## src/rtl/alu_mul_sequencer_if.sv

```systemverilog
// rtl/alu_mul_sequencer_if.sv - request/response handshake and ALU bus of the multiply sequencer
interface alu_mul_sequencer_if;
    logic        start;
    logic [31:0] op_a;
    logic [31:0] op_b;
    logic        in_ready;
    logic [31:0] result;
    logic        out_valid;
    logic        out_ready;
    logic        alu_en;
    logic [31:0] alu_a;
    logic [31:0] alu_b;
    logic [2:0]  alu_ctrl;
    logic [31:0] alu_result;

    modport slave (
        input  start, op_a, op_b, out_ready, alu_result,
        output in_ready, result, out_valid, alu_en, alu_a, alu_b, alu_ctrl
    );

    modport master (
        output start, op_a, op_b, out_ready, alu_result,
        input  in_ready, result, out_valid, alu_en, alu_a, alu_b, alu_ctrl
    );
endinterface

```

## src/rtl/alu_mul_sequencer.sv

```systemverilog
// rtl/alu_mul_sequencer.sv - shift-and-add 32x32 low-word multiply sequenced through the shared ALU
module alu_mul_sequencer (
    input  logic              clk,
    input  logic              rst_n,
    alu_mul_sequencer_if.slave bus
);
    localparam logic [2:0] ALU_ADD = 3'b000;
    localparam logic [2:0] ALU_SHL = 3'b001;

    typedef enum logic [1:0] {
        S_IDLE  = 2'd0,
        S_ADD   = 2'd1,
        S_SHIFT = 2'd2,
        S_DONE  = 2'd3
    } state_t;

    state_t      state_q, state_d;
    logic [31:0] p_q, p_d;
    logic [31:0] m_q, m_d;
    logic [31:0] q_q, q_d;

    logic        in_ready_c;
    logic        out_valid_c;
    logic [31:0] result_c;
    logic        alu_en_c;
    logic [31:0] alu_a_c;
    logic [31:0] alu_b_c;
    logic [2:0]  alu_ctrl_c;

    // state, product, shifted multiplicand and remaining multiplier registers
    always_ff @(posedge clk or negedge rst_n) begin
        if (!rst_n) begin
            state_q <= S_IDLE;
            p_q     <= '0;
            m_q     <= '0;
            q_q     <= '0;
        end else begin
            state_q <= state_d;
            p_q     <= p_d;
            m_q     <= m_d;
            q_q     <= q_d;
        end
    end

    // next state, register updates from the ALU result, and ALU/handshake drive
    always_comb begin
        state_d     = state_q;
        p_d         = p_q;
        m_d         = m_q;
        q_d         = q_q;
        in_ready_c  = 1'b0;
        out_valid_c = 1'b0;
        result_c    = '0;
        alu_en_c    = 1'b0;
        alu_a_c     = '0;
        alu_b_c     = '0;
        alu_ctrl_c  = ALU_ADD;

        case (state_q)
            S_IDLE: begin
                in_ready_c = 1'b1;
                if (bus.start) begin
                    p_d     = '0;
                    m_d     = bus.op_a;
                    q_d     = bus.op_b;
                    state_d = S_ADD;
                end
            end
            S_ADD: begin
                alu_en_c   = 1'b1;
                alu_a_c    = p_q;
                alu_b_c    = m_q;
                alu_ctrl_c = ALU_ADD;
                // no set bits left in the multiplier: the product is final
                if (q_q == 32'd0) begin
                    state_d = S_DONE;
                end else begin
                    if (q_q[0]) begin
                        p_d = bus.alu_result;
                    end
                    state_d = S_SHIFT;
                end
            end
            S_SHIFT: begin
                alu_en_c   = 1'b1;
                alu_a_c    = m_q;
                alu_b_c    = 32'd1;
                alu_ctrl_c = ALU_SHL;
                m_d        = bus.alu_result;
                q_d        = q_q >> 1;
                state_d    = S_ADD;
            end
            S_DONE: begin
                out_valid_c = 1'b1;
                result_c    = p_q;
                if (bus.out_ready) begin
                    state_d = S_IDLE;
                end
            end
            default: begin
                state_d = S_IDLE;
            end
        endcase
    end

    assign bus.in_ready  = in_ready_c;
    assign bus.out_valid = out_valid_c;
    assign bus.result    = result_c;
    assign bus.alu_en    = alu_en_c;
    assign bus.alu_a     = alu_a_c;
    assign bus.alu_b     = alu_b_c;
    assign bus.alu_ctrl  = alu_ctrl_c;
endmodule

```

## src/flat_wrapper.sv

```systemverilog
// flat-port wrapper written by rule: the top's interface ports become plain ports
module alu_mul_sequencer_flat 
  (clk, rst_n, bus_start, bus_op_a, bus_op_b, bus_out_ready, bus_alu_result, bus_in_ready, bus_result, bus_out_valid, bus_alu_en, bus_alu_a, bus_alu_b, bus_alu_ctrl);
  alu_mul_sequencer_if bus_i ();
  input  logic clk;
  input  logic rst_n;
  input wire logic [$bits(bus_i.start)-1:0] bus_start;
  input wire logic [$bits(bus_i.op_a)-1:0] bus_op_a;
  input wire logic [$bits(bus_i.op_b)-1:0] bus_op_b;
  input wire logic [$bits(bus_i.out_ready)-1:0] bus_out_ready;
  input wire logic [$bits(bus_i.alu_result)-1:0] bus_alu_result;
  output wire logic [$bits(bus_i.in_ready)-1:0] bus_in_ready;
  output wire logic [$bits(bus_i.result)-1:0] bus_result;
  output wire logic [$bits(bus_i.out_valid)-1:0] bus_out_valid;
  output wire logic [$bits(bus_i.alu_en)-1:0] bus_alu_en;
  output wire logic [$bits(bus_i.alu_a)-1:0] bus_alu_a;
  output wire logic [$bits(bus_i.alu_b)-1:0] bus_alu_b;
  output wire logic [$bits(bus_i.alu_ctrl)-1:0] bus_alu_ctrl;
  assign bus_i.start = bus_start;
  assign bus_i.op_a = bus_op_a;
  assign bus_i.op_b = bus_op_b;
  assign bus_i.out_ready = bus_out_ready;
  assign bus_i.alu_result = bus_alu_result;
  assign bus_in_ready = bus_i.in_ready;
  assign bus_result = bus_i.result;
  assign bus_out_valid = bus_i.out_valid;
  assign bus_alu_en = bus_i.alu_en;
  assign bus_alu_a = bus_i.alu_a;
  assign bus_alu_b = bus_i.alu_b;
  assign bus_alu_ctrl = bus_i.alu_ctrl;
  alu_mul_sequencer u_core (.clk(clk), .rst_n(rst_n), .bus(bus_i));
endmodule
```

## config.mk

```make
export PLATFORM = sky130hd
export DESIGN_NAME = alu_mul_sequencer_flat
export DESIGN_NICKNAME = d
export VERILOG_FILES = /design/src/rtl/alu_mul_sequencer_if.sv /design/src/rtl/alu_mul_sequencer.sv /design/src/flat_wrapper.sv
export SDC_FILE = /design/constraint.sdc
export NUM_CORES = 1
export LEC_CHECK = 0
export CAP_MARGIN = 20
export CORE_MARGIN = 1.5
export CORE_UTILIZATION = 35
export DETAILED_ROUTE_END_ITERATION = 8
export MAX_ROUTING_LAYER = met4
export PLACE_DENSITY_LB_ADDON = 0.1
export SYNTH_ARGS = -nofsm -noshare
export SYNTH_HDL_FRONTEND = slang
export SYNTH_SLANG_ARGS = --single-unit
```

## constraint.sdc

```tcl
create_clock -name clk -period 4.95 [get_ports clk]
set_input_delay 0.99 -clock clk [delete_from_list [all_inputs] [get_ports clk]]
set_output_delay 0.99 -clock clk [all_outputs]
set_load 0.05 [all_outputs]
```

After elaboration in Yosys (flattened, before gate mapping) --
Index checks and enable logic that the tools add are counted.
Cells by class: eq/ne operators 7, multiplexer cells 19, reduce and logical (&&, ||, !) cells 8
Operator list (number):
- $pmux 32 s2 | 5
- $mux 32 | 6
- $logic_not 32->1 | 1
- $pmux 2 s4 | 1
- $ne 2x2->1 const B | 3
- $mux 1 | 5
- $eq 2x2->1 const B | 2
- $mux 2 | 2
- $reduce_and 2->1 | 2
- $reduce_and 4->1 | 1
- $reduce_bool 2->1 | 2
- $eq 2x1->1 const B | 1
- $logic_not 2->1 | 1
- $ne 2x1->1 const B | 1
- $reduce_or 2->1 | 1
Storage, ports and cells: flip-flop bits (word level) 98, input port bits 100, output and inout port bits 102, word-level logic and storage cells 38

Depth between registers and ports, before layout --
depth in word-level cells 3, mapped depth 8, gate-level depth less buffers 6

Least setup slack after synthesis --
No wires, ideal clock.
path type register -> output, start reg u_core.state_q[0], end out bus_alu_a[10], arrival time 2.144 ns, data required time 3.960 ns, path slack 1.816 ns, stages on the path, launching flop included 7, buffers on the path 2, cell sequence dfrtp_1 -> inv_1 -> ha_1 -> and2_1 -> buf_2 -> clkbuf_1 -> a22o_1
On the way: longest elaborated chain between the ends 2, elaborated cells between the ends (all ways) 3, those cells by class 2 x eq/ne; 1 x mux
Ends and longest elaborated chain:
- start: declaration | RTL line alu_mul_sequencer.sv:17 | state_t state_q, state_d;
- start signal: assignment | RTL line alu_mul_sequencer.sv:38 | state_q <= state_d;
- $eq 2x2->1 or $eq 2x1->1 (tied branches) | RTL line alu_mul_sequencer.sv:59 | case (state_q)
- $pmux 32 s2 (*) | RTL line alu_mul_sequencer.sv:59
- end: declaration | RTL line flat_wrapper.sv:16 | output wire logic [$bits(bus_i.alu_a)-1:0] bus_alu_a;
Every way passes the cells marked *; elsewhere a longest branch is shown, timed or not.

Worst setup path after layout --
start reg u_core.state_q[0], end out bus_alu_a[1]
The elaborated chain is that of the path after synthesis.

==> reports/metrics.csv <==
metric;value;unit
IR drop worst, VDD;0.357;mV
critical path capture point type;output pin;
Area Overhead vs Synth;52.0;%
Fmax;0.251;GHz
Ys Warns;0;
clock slew at reported path FFs;0.07;ns
Most common cell on crit path;buf_4;
max-cap check violation count;0;
min setup slack post-route;0.964;ns
vias post-DR;4751;
vias in the first global route;4654;
minimum clock period after layout;3.99;ns
CTS hold repair buffers;0;
CTS H-Tree Depth;3;
EDFF count, synth;0;
root buffer cell;clkbuf_16;
Num CTS Buffers;9;
largest cells by area after synthesis;dfrtp_1 (47%), mux2i_1 (12%), nand2_1 (9.3%);
Clock Latency Late Sink;0.34;ns
IO Pins;202;
hpwl dp;11700;um
endpoints failing hold;0;
first-pass iteration count of the detailed router;4;
core box area;14600;sq um
wire length of the first global-routing pass;26200;um
Largest stage delay, worst path;0.53;ns
Main synth FF type;dfrtp_1;
n_diodes;0;
# Post-CTS Setup Buffers;0;
largest net degree at the start of global routing;93;
crit path cell chain;inv_1, ha_1, buf_4, and2_1, buf_4, a22o_1, buf_12;
cell row count;44;
initial DRC count;328;
antenna violations before repair;0;
DR vias/cell;5.13;
CP Class;reg -> out;
post-cts sizing count;0;
CTS Buffer Depth;2;
Antenna Nets Post-Route;0;
register area share after synthesis;0.469;
Avg Cell Area, Syn;9.24;sq um
HP Class;reg -> reg;
crit start category;register;
CTS tree;built;
Setup-failing EPs final;0;
total power draw;0.00533;W
Netlist Area Pre-Place;5230;sq um
die height;125;um
CP max-delay cell;ha_1;
Max-slew headroom;0.515;
setup TNS;0;ns
status;complete, no violations;
Final Max Slew Viols;0;
Final Cycle Share;0.805;
Port Buffer Count;199;
final core occ;0.545;
top-area cell type share of the netlist area;0.469;
clock sink total;98;
DR WL/cell;17.8;um
worst slew pin tran;0.728;ns
Pwr Density;670;nW/um^2
Yosys cell types;31;
layout cells sized above 1;0.0861;
async set or reset register ratio after synthesis;1.00;
final hold slack;0.482;ns
critical path data arrival time;3.00;ns
Setup WS pre-CTS;1.36;ns
Overflow after GRT;0;
leading area contributor after synthesis;dfrtp_1;
leakage;3.53;nW
worst-path fanout max;22;
clk_skew;0.00481;ns
Initial Utilization;0.359;
Post-layout nets;843;
GR Util All Layers;0.217;
Worst Path Required;3.96;ns
Total Die Area;15700;sq um
unrepaired setup endpoints after global routing;no;
synthesized instance count;566;
drc violations;0;
Yosys reg bits;98;
Chip Width;125;um
GPL Wtd Cong;0.839;
DRT Wirelength;16500;um
[cells in the final DEF, fill, tap and decap left out, types with 2 or more instances in the layout]
cell	instances
dfrtp_1	98
a22o_1	32
and3_1	31
nand2_1	129
buf_12	32
clkdlybuf4s50_1	165
clkbuf_1	3
clkbuf_8	2
o21ai_0	41
nand3_1	33
buf_4	13
conb_1	2
and2_1	34
inv_1	3
ha_1	3
or3_1	2
o21ai_1	24
nor4_1	7
mux2i_1	63
clkbuf_16	9
[layer usage]
metal / global-route usage / wire (um)
met5: - / 0
met4: 0.0742 / 267
met3: 0.0372 / 799
met2: 0.352 / 8230
met1: 0.277 / 7180
[synth_stat cells, types with 2 or more instances]
cell type,number
buf_6,4
ha_1,5
dfrtp_1,98
nand2_1,129
buf_1,3
a22o_1,32
or3_1,2
o21ai_0,41
and2_1,34
buf_2,17
mux2i_1,64
o21ai_1,24
and3_1,31
nand3_1,33
clkbuf_1,21
buf_4,5
nor4_1,7
inv_1,3
[critical path: cells and delay by family (launching register included)]
kind / cells / cell delay (ns)
AOI/OAI and AO/OA: 1 / 0.24
adders and majority gates: 1 / 0.53
buffers and inverters: 4 / 0.95
DFF: 1 / 0.41
and+or+nand+nor: 1 / 0.50
[state kept, by name, indices dropped and copies added, names as in the netlist]
| signal | cells |
|---|---|
| u_core.m_q | 32 |
| u_core.q_q | 32 |
| u_core.state_q | 2 |
| u_core.p_q | 32 |
[final timing paths]
check	start	cells past startpoint	end	slack, ns
min in group asynchronous	rst_n	1	u_core.p_q[8]	0.70
max reg2reg	u_core.state_q[1]	7	u_core.p_q[12]	2.35
min reg2reg	u_core.q_q[0]	2	u_core.q_q[0]	0.48
min	u_core.q_q[0]	2	u_core.q_q[0]	0.48
max	u_core.state_q[0]	7	bus_alu_a[1]	0.96
max in group asynchronous	rst_n	2	u_core.m_q[26]	3.19
[power breakdown]
group | internal (W) | switching (W) | total, W | leakage [nW]
Clock | 0.000420 | 0.000291 | 0.000710 | 0.147
Combinational | 0.00119 | 0.00201 | 0.00320 | 2.14
Sequential | 0.00115 | 0.000276 | 0.00142 | 1.24
Total | 0.00276 | 0.00258 | 0.00533 | 3.53
[cells by family after synthesis]
kind of cell,synth area share
flip-flops,0.469
other,0.000717
AND/OR/NAND/NOR,0.224
multiplexers,0.122
buffers and inverters,0.0524
adder cells (fa/ha/maj),0.0120
AO/OA/AOI/OAI,0.120
[layout make-up]
cell class | count | area, sq um
Clock inverter | 2 | 35.0
Inverter | 3 | 11.3
Clock buffer | 14 | 264
Sequential cell | 98 | 2450
Multi-Input combinational cell | 415 | 2540
Timing Repair Buffer | 211 | 2420
Fill cell | 1291 | 6640
Tap cell | 184 | 230
[through the flow]
step	instance area (sq um)	cells
after floorplan	5240	567
after global placement	7610	909
after detailed placement	7610	909
after CTS	7910	925
after global routing	7950	927
final	7950	927
Note: power is estimated with default switching activity, not from simulation.
